<file path="src/rtl/bcd_counter_until_19.sv">
// bcd_counter_until_19
// Two-digit BCD counter over 00..19. It has a programmable prescaler, counts
// up or down, supports a synchronous load and clamps loaded units above 9.
// Vs is a one-cycle strobe that marks each new displayed value.
// carry is a one-cycle pulse on wrap (19->00 going up, 00->19 going down).
// Optional build macro: SATURATE_EN. When it is defined, the count holds at
// 19 going up and at 00 going down, and no Vs or carry is issued on a held tick.
module bcd_counter_until_19 #(
  parameter int unsigned PRESCALE = 4
) (
  input  logic       clk,
  input  logic       reset,
  input  logic       en,
  input  logic       up,
  input  logic       load,
  input  logic [3:0] load_units,
  input  logic       load_tens,
  output logic [3:0] bcd_units,
  output logic [3:0] bcd_tens,
  output logic       Vs,
  output logic       carry
);

  // Terminal prescaler count; a step tick fires on the enabled cycle that reaches it.
  localparam logic [7:0] PRESCALE_MAX = 8'(PRESCALE - 1);

  logic [7:0] presc_reg, presc_next;
  logic [3:0] units_reg, units_next;
  logic       tens_reg, tens_next;
  logic       vs_reg, vs_next;
  logic       carry_reg, carry_next;
  logic       count_en;
  logic       tick;
  logic [3:0] load_units_clamped;

  // A load overrides counting, so the prescaler only advances with en high and load low.
  always_comb begin
    count_en           = en & ~load;
    tick               = count_en && (presc_reg == PRESCALE_MAX);
    load_units_clamped = (load_units > 4'd9) ? 4'd9 : load_units;
  end

  // Prescaler next state: cleared by load, held while en is low, wraps on tick.
  always_comb begin
    presc_next = presc_reg;
    if (load) begin
      presc_next = 8'd0;
    end else if (en) begin
      presc_next = tick ? 8'd0 : presc_reg + 8'd1;
    end
  end

  // BCD value next state; carry is raised only by a wrapping step, never by a load.
  always_comb begin
    units_next = units_reg;
    tens_next  = tens_reg;
    carry_next = 1'b0;
    if (load) begin
      units_next = load_units_clamped;
      tens_next  = load_tens;
    end else if (tick) begin
      if (up) begin
        if (units_reg == 4'd9 && tens_reg) begin
`ifdef SATURATE_EN
          units_next = units_reg;
          tens_next  = tens_reg;
`else
          units_next = 4'd0;
          tens_next  = 1'b0;
          carry_next = 1'b1;
`endif
        end else if (units_reg == 4'd9) begin
          units_next = 4'd0;
          tens_next  = 1'b1;
        end else begin
          units_next = units_reg + 4'd1;
        end
      end else begin
        if (units_reg == 4'd0 && !tens_reg) begin
`ifdef SATURATE_EN
          units_next = units_reg;
          tens_next  = tens_reg;
`else
          units_next = 4'd9;
          tens_next  = 1'b1;
          carry_next = 1'b1;
`endif
        end else if (units_reg == 4'd0) begin
          units_next = 4'd9;
          tens_next  = 1'b0;
        end else begin
          units_next = units_reg - 4'd1;
        end
      end
    end
  end

  // Vs marks a real change of the displayed value, so loading an identical value or a held saturating tick stays silent.
  always_comb begin
    vs_next = (units_next != units_reg) || (tens_next != tens_reg);
  end

  // State register; reset beats load and en and leaves both strobes low.
  always_ff @(posedge clk) begin
    if (reset) begin
      presc_reg <= 8'd0;
      units_reg <= 4'd0;
      tens_reg  <= 1'b0;
      vs_reg    <= 1'b0;
      carry_reg <= 1'b0;
    end else begin
      presc_reg <= presc_next;
      units_reg <= units_next;
      tens_reg  <= tens_next;
      vs_reg    <= vs_next;
      carry_reg <= carry_next;
    end
  end

  assign bcd_units   = units_reg;
  assign bcd_tens[0] = tens_reg;
  assign Vs          = vs_reg;
  assign carry       = carry_reg;

  // The tens digit only ever holds 0 or 1, so its upper bits are tied low.
  generate
    for (genvar gi = 1; gi < 4; gi++) begin : g_tens_hi
      assign bcd_tens[gi] = 1'b0;
    end
  endgenerate

endmodule

</file>
<file path="config.mk">
export PLATFORM = sky130hd
export DESIGN_NAME = bcd_counter_until_19
export DESIGN_NICKNAME = d
export VERILOG_FILES = /design/src/rtl/bcd_counter_until_19.sv
export SDC_FILE = /design/constraint.sdc
export NUM_CORES = 1
export LEC_CHECK = 0
export CORE_ASPECT_RATIO = 1.5
export CORE_MARGIN = 2
export CORE_UTILIZATION = 50
export DETAILED_ROUTE_END_ITERATION = 8
export GPL_TIMING_DRIVEN = 0
export PLACE_DENSITY = 0.72
export SLEW_MARGIN = 15
export SYNTH_ARGS = -nofsm -noshare
export SYNTH_HDL_FRONTEND = slang
export SYNTH_SLANG_ARGS = --single-unit
</file>
<file path="constraint.sdc">
create_clock -name clk -period 3.05 [get_ports clk]
set_clock_uncertainty 0.1 [all_clocks]
set_input_delay 0.61 -clock clk [delete_from_list [all_inputs] [get_ports clk]]
set_output_delay 0.61 -clock clk [all_outputs]
set_load 0.01 [all_outputs]
</file>
# Word-level counts from Yosys, hierarchy flattened
# Cells that the tools add are included.
[word_totals] output_inout_bits=10 romBits=0 memories=0 regBits=15 word_cells=43 input_bits=10 mem_bits_rw=0 latch_bits=0
[op_classes] eq_ne=4 addsub=3 shift=0 reduce_logical=8 multipliers=0 n_lt_le_gt_ge=1 n_div=0 mux=19 bitwise_logic=3
[op_table] cell="$mux W4" count=8
[op_table] cell="$mux W1" count=10
[op_table] cell="$add A8 B1 Y8 const B" count=1
[op_table] cell="$eq A8 B2 Y1 const B" count=1
[op_table] cell="$mux W8" count=1
[op_table] cell="$add A4 B1 Y4 const B" count=1
[op_table] cell="$eq A4 B4 Y1 const B" count=1
[op_table] cell="$gt A4 B4 Y1 const B" count=1
[op_table] cell="$logic_not A4 Y1" count=1
[op_table] cell="$ne A4 B4 Y1" count=1
[op_table] cell="$sub A4 B1 Y4 const B" count=1
[op_table] cell="$logic_and A1 B1 Y1" count=3
[op_table] cell="$reduce_or A3 Y1" count=1
[op_table] cell="$not A1 Y1" count=2
[op_table] cell="$reduce_or A2 Y1" count=1
[op_table] cell="$and A1 B1 Y1" count=1
[op_table] cell="$logic_not A1 Y1" count=1
[op_table] cell="$logic_or A1 B1 Y1" count=1
[op_table] cell="$ne A1 B1 Y1" count=1

# Longest topological paths before layout
[logic_depth] ltp_word=8 mapped_depth=11 depth_no_buf=9

# Worst setup path after synthesis
# No wires, ideal clock.
[synth_path] kind="reg2reg" startpoint="register units_reg[1] (netlist: bcd_units[1])" endpoint="register vs_reg (netlist: Vs)" path_stages_with_launch=11 period_less_slack_ns=2.637 setup_time_ns=0.133 path_buffers=2 required_ns=2.817 arrival_time_ns=2.404 path_slack_ns=0.413 cell_sequence="dfxtp_1 -> clkbuf_1 -> inv_1 -> ha_1 -> nor3b_2 -> ha_1 -> clkbuf_1 -> nor4_1 -> o21ai_0 -> a311oi_1 -> a311oi_1"
[synth_between] elab_chain_cells=8 elab_cells_between_ends=23 cone_classes="2 x add/sub; 3 x eq/ne; 14 x mux; 4 x reduce/logical"
[synth_rtl] element="start: declaration" line_no="28" rtl="logic [3:0] units_reg, units_next;"
[synth_rtl] element="start signal: assignment" line_no="113" rtl="units_reg <= units_next;"
[synth_rtl] element="$sub A4 B1 Y4, or another cell as far along" line_no="92" rtl="units_next = units_reg - 4'd1;"
[synth_rtl] element="$mux W4, or another cell as far along" line_no="88" rtl="end else if (units_reg == 4'd0) begin"
[synth_rtl] element="$mux W4, or another cell as far along" line_no="79" rtl="if (units_reg == 4'd0 && !tens_reg) begin"
[synth_rtl] element="$mux W4 or $mux W1 (tied branches)" line_no="62" rtl="if (up) begin"
[synth_rtl] element="$mux W4 or $mux W1 (tied branches)" line_no="61" rtl="end else if (tick) begin"
[synth_rtl] element="$mux W4 or $mux W1 (tied branches)" line_no="58" rtl="if (load) begin"
[synth_rtl] element="$ne A4 B4 Y1 or $ne A1 B1 Y1 (tied branches)" line_no="100" rtl="vs_next = (units_next != units_reg) || (tens_next != tens_reg);"
[synth_rtl] element="$logic_or A1 B1 Y1 (*)" line_no="100"
[synth_rtl] element="end signal: assignment" line_no="115" rtl="vs_reg <= vs_next;"
[synth_rtl] element="end: declaration" line_no="30" rtl="logic vs_reg, vs_next;"
# Mark *: on every way between the ends. The rest lies on a longest branch, timed or not.
# A chain may end at the register's enable or synchronous reset.

# Worst setup path in the final report
[layout_path] startpoint="register units_reg[0] (netlist: bcd_units[0])" endpoint="register units_reg[3] (netlist: bcd_units[3])"
[layout_between] elab_chain_cells=6 elab_cells_between_ends=13 cone_classes="2 x add/sub; 1 x eq/ne; 7 x mux; 3 x reduce/logical"
[layout_rtl] element="$sub A4 B1 Y4, or another cell as far along" line_no="92"
[layout_rtl] element="$mux W4, or another cell as far along" line_no="88"
[layout_rtl] element="$mux W4 (on tied branches)" line_no="79, 63"
[layout_rtl] element="$mux W4 (*)" line_no="62"
[layout_rtl] element="$mux W4 (*)" line_no="61"
[layout_rtl] element="$mux W4 (*)" line_no="58"
# Marks and branches as above.

==> impl_results.md <==
* HP Start: presc_reg[7]
* Min Tclk post-route at 2.808 ns
* Mapped Cells at 156
* Hold bufs inserted after CTS at 0
* H-Tree Depth at 1
* Hold path cells at 2
* Area Growth Syn to Fin at 19.19%
* Number of cells after detailed placement at 196
* DRT Pass-1 Iters at 4
* Multi-input combinational cell area at 870.8 um^2
* Num CTS Buffers at 3
* Num Clock Sinks at 15
* VDD IR max at 0.1509 mV
* Initial Util at 0.5146
* I/O pin count at 20
* Synthesized cell area at 1232 um^2
* Die H at 64.81 um
* Share of cells above drive strength 1 at 0.1371
* Register area share after synthesis at 0.2437
* Ant diodes at 0
* Avg Vias per Cell at 6.106
* Wire per inst at 16.02 um
* Setup TNS at 0 ns
* Max-slew violation count at 0
* Final worst-path cycle share at 0.9208
* Port buffer count at 14
* Seq cells post-synth at 15
* CTS tree: built
* Syn_area_per_cell at 7.900 um^2
* Global route total overflow at 0
* Critical path endpoint category: register
* Top delay family on crit path: compound AO/OA/AOI/OAI gates
* Setup violators final at 0
* Leakage power at 0.5415 nW
* Rows at 22
* Antenna Violating Nets Remaining at 0
* Global-route wire length before repair at 5071 um
* Final WL at 3188 um
* Outcome: completed
* PnR Total Power at 0.4776 mW
* Critical Path Source Type: register
* Layout Nets at 192
* GPL Wtd Cong at 0.9503
* Reg2reg start: bcd_units[0]
* Max reg flops at 8
* Top cell type's share of synthesized area at 0.2437
* Slowest stage cell on the critical path: nor3b_4
* DRT iter0 DRCs at 26
* Clock Root Buffer: clkbuf_4
* Largest net degree at the start of global routing at 11
* FMAX at 356.1 MHz
* # fillers at 216
* GRT Total Usage at 0.2355
* WHS Endpoint: presc_reg[7]
* Dpl hpwl at 2381 um
* Leading area contributor after synthesis: dfxtp_1
* Final Hold Fails at 0
* Core area at 2395 um^2
* Worst R2R End: bcd_units[3]
* Synth top cells by count: dfxtp_1 (15), nor2_1 (15), nor3_1 (10), a21oi_1 (8), nand2_1 (7)
* Post-CTS Setup Inserts at 0
* Clk_lat worst skew at 0.30 ns
* Final core occ at 0.6134
* CTS max path bufs at 2
* Crit-path cells: buf_2 > inv_1 > ha_1 > nor3b_4 > ha_4 > nor2_1 > a311o_1 > a22oi_2 > o221ai_1 > a21oi_1
* Async SR Flop Fraction at 0
* Max FO, Critical Path at 10
* Die ar. at 2886 um^2
* RSZ-0062 raised after global routing: no
* Fin cells at 199
* Main flop type after synthesis: dfxtp_1
* Vias at 1215
* CP bufs+invs at 2
* Data arrival, critical path at 2.94 ns
* Worst EP required at 3.18 ns
* Reg clk slew, reported paths at 0.10 ns
* Vias in the first global route at 1135
* Die width at 44.54 um
* Gates resized, CTS repair at 2
* Ys Warns at 0
* DRC at 0
* Slowest stage delay, CP at 0.38 ns
* CP Class: reg -> reg
* Reg2reg setup slack at 0.24 ns
* Hold crit path type: reg -> reg
* PD cells at 325.1 nW/um^2
* Post-synth EDFFs at 0
* Initial antenna violation count at 0
* Yosys cell types at 48
* Register area at 300.3 um^2
* R2R cell count at 10
* Max_cap viols at 0
* Top cells by area, synth: dfxtp_1 (24%), ha_1 (6.1%), nor2_1 (4.6%)
## how the worst max path moves through the flow
| stage | start | slack, ns | to | cells past startpoint |
|---|---|---|---|---|
| floorplan | bcd_units[1] | 0.41 | Vs | 10 |
| global placement | bcd_units[1] | -0.04 | Vs | 10 |
| detailed placement | bcd_units[1] | -0.12 | Vs | 10 |
| CTS | bcd_units[1] | 0.08 | bcd_units[3] | 10 |
| global route | bcd_units[0] | 0.07 | Vs | 10 |
| finish | bcd_units[0] | 0.24 | bcd_units[3] | 10 |
## per-stage QoR
step / worst slack (ns) / hold slack (ns) / instance area, um^2
after CTS: 0.08206 / 0.4452 / 1445
final: 0.2415 / 0.4410 / 1469
after floorplan: 0.4133 / 0.3805 / 1240
after detailed placement: -0.1155 / 0.4196 / 1410
after global placement: -0.03695 / 0.4271 / 1410
after global routing: 0.07491 / 0.4750 / 1469
## report_power, final
part           switching (mW)  internal (mW)  total (mW)
Combinational          0.0792         0.0664       0.146
Clock                  0.0732         0.0510       0.124
Sequential            0.00629          0.201       0.208
## layout by cell type, fill, tap and decap left out, types with 2 or more instances in the layout
master	instances
a21oi_1	8
a311oi_1	3
a31oi_1	2
and3b_1	2
buf_2	5
buf_4	4
clkbuf_1	4
clkbuf_4	3
clkdlybuf4s50_1	14
conb_1	3
dfxtp_1	15
ha_1	5
inv_1	6
mux2i_1	3
nand2_1	7
nand2b_1	3
nand3_1	3
nand3b_1	2
nand4_1	5
nor2_1	15
nor2b_1	3
nor3_1	8
nor3_2	2
nor4_1	4
o21ai_0	6
or3_1	3
xnor2_1	5
xor2_1	6
## worst reg2reg max path: stages, from the launching register on
cell	delay, ns
dfxtp_1	0.35
buf_2	0.20
inv_1	0.13
ha_1	0.30
nor3b_4	0.38
ha_4	0.24
nor2_1	0.08
a311o_1	0.36
a22oi_2	0.22
o221ai_1	0.19
a21oi_1	0.18
## layout make-up
cell class	instances	area share
buffer	14	0.05111
clock buffer	4	0.01789
inverter	7	0.01789
multi-input combinational	121	0.5928
sequential	15	0.2044
tap	24	0.02044
timing repair buffer	14	0.09540
## kinds of logic after synthesis
logic type	Yosys count	share of synthesized area
AND/OR/NAND/NOR	63	0.2873
AO/OA/AOI/OAI	35	0.2183
buffers and inverters	22	0.08426
flip-flops	15	0.2437
XOR/XNOR	11	0.07817
adder cells (fa/ha/maj)	6	0.06091
multiplexers	3	0.02437
other	1	0.003043
## routing by layer
| layer | track usage | vias up | part of all wire |
|---|---|---|---|
| met3 | 0.03343 | 16 | 0.035 |
| met2 | 0.4149 | 37 | 0.52 |
| met5 | 0 | - | 0 |
| met4 | 0.1553 | 0 | 0.045 |
| met1 | 0.2444 | 559 | 0.40 |
| li1 | - | 603 | - |
Power figures use the tool's default switching activity.
